[src/rtl/strum_controller.sv]
// Strum sequencer: synchronizes and debounces the strum button, captures the fret,
// offers the note over valid/ready and decays its level until it ends or is muted.
//
//   state | meaning
//   ------+--------------------------------------------------------
//   IDLE  | silent, waiting for a debounced strum rise
//   ISSUE | note offered to the tone generator, fret/level frozen
//   PLAY  | note sounding, level decays every DECAY_CYCLES cycles
module strum_controller #(
  parameter int DEBOUNCE_CYCLES = 500000,
  parameter int DECAY_CYCLES    = 2500000
) (
  input  logic        clk,
  input  logic        reset,
  input  logic        strum_raw,
  input  logic        mute,
  input  logic [16:0] frets,
  input  logic        note_ready,
  output logic        note_valid,
  output logic [4:0]  note_fret,
  output logic [3:0]  note_level,
  output logic        note_active
);

  localparam int DB_W = (DEBOUNCE_CYCLES > 2) ? $clog2(DEBOUNCE_CYCLES) : 1;
  localparam int DC_W = $clog2(DECAY_CYCLES + 1);
  localparam logic [DB_W-1:0] DB_LAST = DB_W'(DEBOUNCE_CYCLES - 1);
  localparam logic [DC_W-1:0] DC_LAST = DC_W'(DECAY_CYCLES - 1);

  typedef enum logic [1:0] {IDLE, ISSUE, PLAY} state_t;

  state_t            state, state_n;
  logic              sync_a, strum_sync, strum_db, strum_db_q, strum_rise;
  logic [DB_W-1:0]   db_cnt;
  logic [DC_W-1:0]   decay_cnt, decay_cnt_n;
  logic [4:0]        fret_q, fret_n;
  logic [3:0]        level_q, level_n;
  logic [4:0]        fret_enc;

  always_ff @(posedge clk) begin
    if (!reset) begin
      sync_a     <= 1'b0;
      strum_sync <= 1'b0;
      strum_db   <= 1'b0;
      strum_db_q <= 1'b0;
      db_cnt     <= '0;
    end else begin
      sync_a     <= strum_raw;
      strum_sync <= sync_a;
      strum_db_q <= strum_db;
      if (strum_sync == strum_db) begin
        db_cnt <= '0;
      end else if (db_cnt == DB_LAST) begin
        strum_db <= strum_sync;
        db_cnt   <= '0;
      end else begin
        db_cnt <= db_cnt + DB_W'(1);
      end
    end
  end

  assign strum_rise = strum_db & ~strum_db_q;

  // Descending scan so the lowest set bit is the one that sticks.
  always_comb begin
    fret_enc = 5'd0;
    for (int i = 16; i >= 0; i--) begin
      if (frets[i]) fret_enc = 5'(i + 1);
    end
  end

  always_ff @(posedge clk) begin
    if (!reset) begin
      state     <= IDLE;
      fret_q    <= 5'd0;
      level_q   <= 4'd0;
      decay_cnt <= '0;
    end else begin
      state     <= state_n;
      fret_q    <= fret_n;
      level_q   <= level_n;
      decay_cnt <= decay_cnt_n;
    end
  end

  always_comb begin
    state_n     = state;
    fret_n      = fret_q;
    level_n     = level_q;
    decay_cnt_n = decay_cnt;
    if (mute) begin
      state_n     = IDLE;
      fret_n      = 5'd0;
      level_n     = 4'd0;
      decay_cnt_n = '0;
    end else begin
      case (state)
        IDLE: begin
          if (strum_rise) begin
            state_n = ISSUE;
            fret_n  = fret_enc;
            level_n = 4'd15;
          end
        end
        ISSUE: begin
          if (note_ready) begin
            state_n     = PLAY;
            decay_cnt_n = '0;
          end
        end
        PLAY: begin
          if (strum_rise) begin
            state_n     = ISSUE;
            fret_n      = fret_enc;
            level_n     = 4'd15;
            decay_cnt_n = '0;
          end else if (decay_cnt == DC_LAST) begin
            decay_cnt_n = '0;
            if (level_q == 4'd1) begin
              state_n = IDLE;
              fret_n  = 5'd0;
              level_n = 4'd0;
            end else begin
              level_n = level_q - 4'd1;
            end
          end else begin
            decay_cnt_n = decay_cnt + DC_W'(1);
          end
        end
        default: begin
          state_n = IDLE;
          fret_n  = 5'd0;
          level_n = 4'd0;
        end
      endcase
    end
  end

  assign note_valid  = (state == ISSUE);
  assign note_active = (state == PLAY);
  assign note_fret   = fret_q;
  assign note_level  = level_q;

endmodule
[config.mk]
export PLATFORM = sky130hd
export DESIGN_NAME = strum_controller
export DESIGN_NICKNAME = d
export VERILOG_FILES = /design/src/rtl/strum_controller.sv
export SDC_FILE = /design/constraint.sdc
export NUM_CORES = 1
export LEC_CHECK = 0
export CORE_ASPECT_RATIO = 0.7
export CORE_MARGIN = 4
export CORE_UTILIZATION = 60
export CTS_BUF_LIST = sky130_fd_sc_hd__clkbuf_16
export DETAILED_ROUTE_END_ITERATION = 10
export PLACE_DENSITY_LB_ADDON = 0.25
export SYNTH_ARGS = -nofsm -noshare
export SYNTH_HDL_FRONTEND = slang
export SYNTH_SLANG_ARGS = --single-unit
export TNS_END_PERCENT = 10
[constraint.sdc]
create_clock -name clk -period 3.9 [get_ports clk]
set_input_delay 0.78 -clock clk [delete_from_list [all_inputs] [get_ports clk]]
set_output_delay 0.78 -clock clk [all_outputs]
set_load 0.02 [all_outputs]
==> flow_metrics.tcl <==
set metrics [dict create \
    slew_viol_final 0 \
    status "finished clean" \
    path_clk_slew_ns 0.07 \
    drive_gt1_share_pct 4.58 \
    grt_max_degree 20 \
    num_vias 2501 \
    clk_path_buf_depth 2 \
    cts_hold_buf 0 \
    numPortBuffers 32 \
    start_util_pct 63.6 \
    timing.rr.start "decay_cnt[0]" \
    final_util_pct 75.2 \
    netlist_instances 336 \
    critPathTopFamily "buffers and inverters" \
    cp_num_buf_inv 2 \
    dieHeight_microns 65.3 \
    grt_pass1_vias 2425 \
    tns_ns 0 \
    grt_usage_pct 22.0 \
    hold_path.class "reg -> reg" \
    ir_worst_vdd_mv 0.178 \
    period_share_pct 64.5 \
    mappedNetlistArea_sq_mm 0.00282 \
    synth_ff_type "dfxtp_1" \
    drtPass1Iterations 4 \
    worstRegToRegCells 6 \
    cts_setup_buffers 0 \
    row_count 20 \
    overflow 0 \
    initialDrtViolationCount 134 \
    fmax_ghz 0.398 \
    rsz0062_at_grt "no" \
    ctsResizeCount 0 \
    cts_tree "built" \
    max_cap_violations 0 \
    cts-root-buf "clkbuf_16" \
    placed_cell_area_sq_mm 0.00319 \
    worstHoldStart "sync_a" \
    crit_start "state[0]" \
    crit_fanout 10 \
    final_cells 426 \
    ys_seq_area_share_pct 39.8 \
    holdPathStages 1 \
    placed_cells 418 \
    hold_viol 0 \
    yosys_warnings 0 \
    grt_antenna_before_repair 0 \
    tightest_slew_ns 0.727 \
    synthesis.nets 362 \
    dp_hpwl_mm 4.38 \
    worstPathRequired_ns 3.12 \
    max_stage_delay_ns 0.63 \
    finalWeightedCongestion 0.849 \
    p_per_area_mw_per_mm2 318 \
    cp.depth 3 \
    syn_avg_cell_area_sq_um 8.38 \
    whs_ns 0.427 \
    fillers 331 \
    drt-total-wl_mm 6.08 \
    worstPathArrival_ns 1.74 \
    design.core.area_sq_mm 0.00443 \
    wl_per_cell_microns 14.3 \
    cts_num_sinks 56 \
    syn_to_final_growth_pct 18.3 \
    crit_type "reg -> out" \
    clock_latency_ns 0.29 \
    ys_ff_latch 56 \
    antenna_cells 0 \
    p_leak_nw 1.16 \
    die_w_microns 89.9 \
    setup_viol 0 \
    drtAntennaViolNets 0 \
    synth_edf_count 0 \
    dieArea_sq_mm 0.00587 \
    cp-start-kind "flop" \
    fin_skew_ns 0.00735 \
    crit_path_end_kind "output pin" \
    htreeDepth 2 \
    crit_slowest_cell "clkdlybuf4s50_1" \
    numCtsBuffers 5 \
    final_area_sq_mm 0.00333 \
    relSlewSlack_pct 51.4 \
    nets 396 \
    avgViaCountPerCell 5.87 \
    ys_async_sr_fraction_pct 0 \
    ios 33 \
    grt_pass1_wl_mm 10.6 \
    layout_min_cycle_time_ns 2.52 \
    drcViolationCount 0 \
    crit_chain "nand2b_1 -> inv_1 -> clkdlybuf4s50_1" \
    yosysUniqueCellTypes 53 \
]
## path summary, 6_finish.rpt
path,slack [ns],end
worst max-delay path,1.38,note_active
worst min-delay path,0.43,strum_sync
worst max register to register,1.58,decay_cnt[19]
worst min register to register,0.43,strum_sync
## registers in the layout (all words and copies together), names as in the netlist
register	count
note_level	4
decay_cnt	22
strum_db_q	1
sync_a	1
state	2
strum_sync	1
strum_db	1
note_fret	5
db_cnt	19
## power breakdown
group / total (W) / internal, W / switching, W
combinational: 0.0000492 / 0.0000265 / 0.0000228
sequential: 0.000574 / 0.000573 / 0.000000929
clock: 0.000435 / 0.000237 / 0.000198
## metal layers
metal | wire length, microns | vias up | GRT usage (%) | part of all wire [%]
met5 | 0 | - | 0 | 0
met4 | 63 | 0 | 7.06 | 1.0
li1 | - | 1244 | - | -
met3 | 437 | 7 | 4.23 | 7.2
met1 | 2950 | 1162 | 29.9 | 49
met2 | 2620 | 88 | 35.9 | 43
## worst register-to-register path: stages (launching register included)
cell      delay [ns]
dfxtp_1         0.40
ha_1            0.29
nor4bb_1        0.36
nand4_1         0.18
o21a_1          0.26
o21ai_2         0.57
nor2_1          0.13
## through the flow
step                total power, W  setup WS, ns
floorplan                 0.000605          1.84
global placement          0.000635          1.29
detailed placement        0.000636          1.21
CTS                        0.00106          1.39
global route               0.00109          1.29
finish                     0.00106          1.38
## layout make-up
cell class	count	area (sq um)	area share, %
clock buffer	5	125	3.76
inverter	9	33.8	1.01
tap	55	68.8	2.07
timing repair buffer	33	328	9.84
multi-input combinational	265	1640	49.2
sequential	56	1120	33.6
clock inverter	3	17.5	0.526
## cells in the mapped netlist, drive strengths merged, types with 6 or more instances
master / number / area, sq um
nor2b: 9 / 56.3
mux2i: 9 / 90.1
dfxtp: 56 / 1120
xnor2: 10 / 87.6
nor4: 6 / 52.6
nand2: 29 / 111
nor3: 7 / 35.0
xor2: 26 / 228
nand4: 9 / 56.3
nand3: 25 / 125
nor2: 61 / 229
a21oi: 9 / 48.8
inv: 9 / 33.8
o21ai: 8 / 43.8
## kinds of logic after synthesis
group / Yosys count / synth area share, %
and+or+nand+nor: 182 / 33.6
buffers and inverters: 15 / 2.04
AOI/OAI and AO/OA: 34 / 8.40
adders and majority gates: 4 / 1.78
muxes: 9 / 3.20
xor gates and xnor gates: 36 / 11.2
DFF: 56 / 39.8
## cell usage in the layout (no fill, tap or decap), drive strengths merged, types with 2 or more instances in the layout
cell	count
nor2	61
dfxtp	56
clkdlybuf4s50	32
nand2	29
xor2	26
nand3	25
xnor2	10
inv	10
nor2b	9
mux2i	9
nand4	9
a21oi	9
o21ai	8
nor3	7
nor4	6
and2	5
and3	5
clkbuf	5
and4	5
nand2b	4
nand3b	4
ha	4
o211a	2
a211oi	2
or3	2
o31ai	2
a311oi	2
nor4b	2
or4	2
or4b	2
clkinv	2
Power figures use the tool's default switching activity.
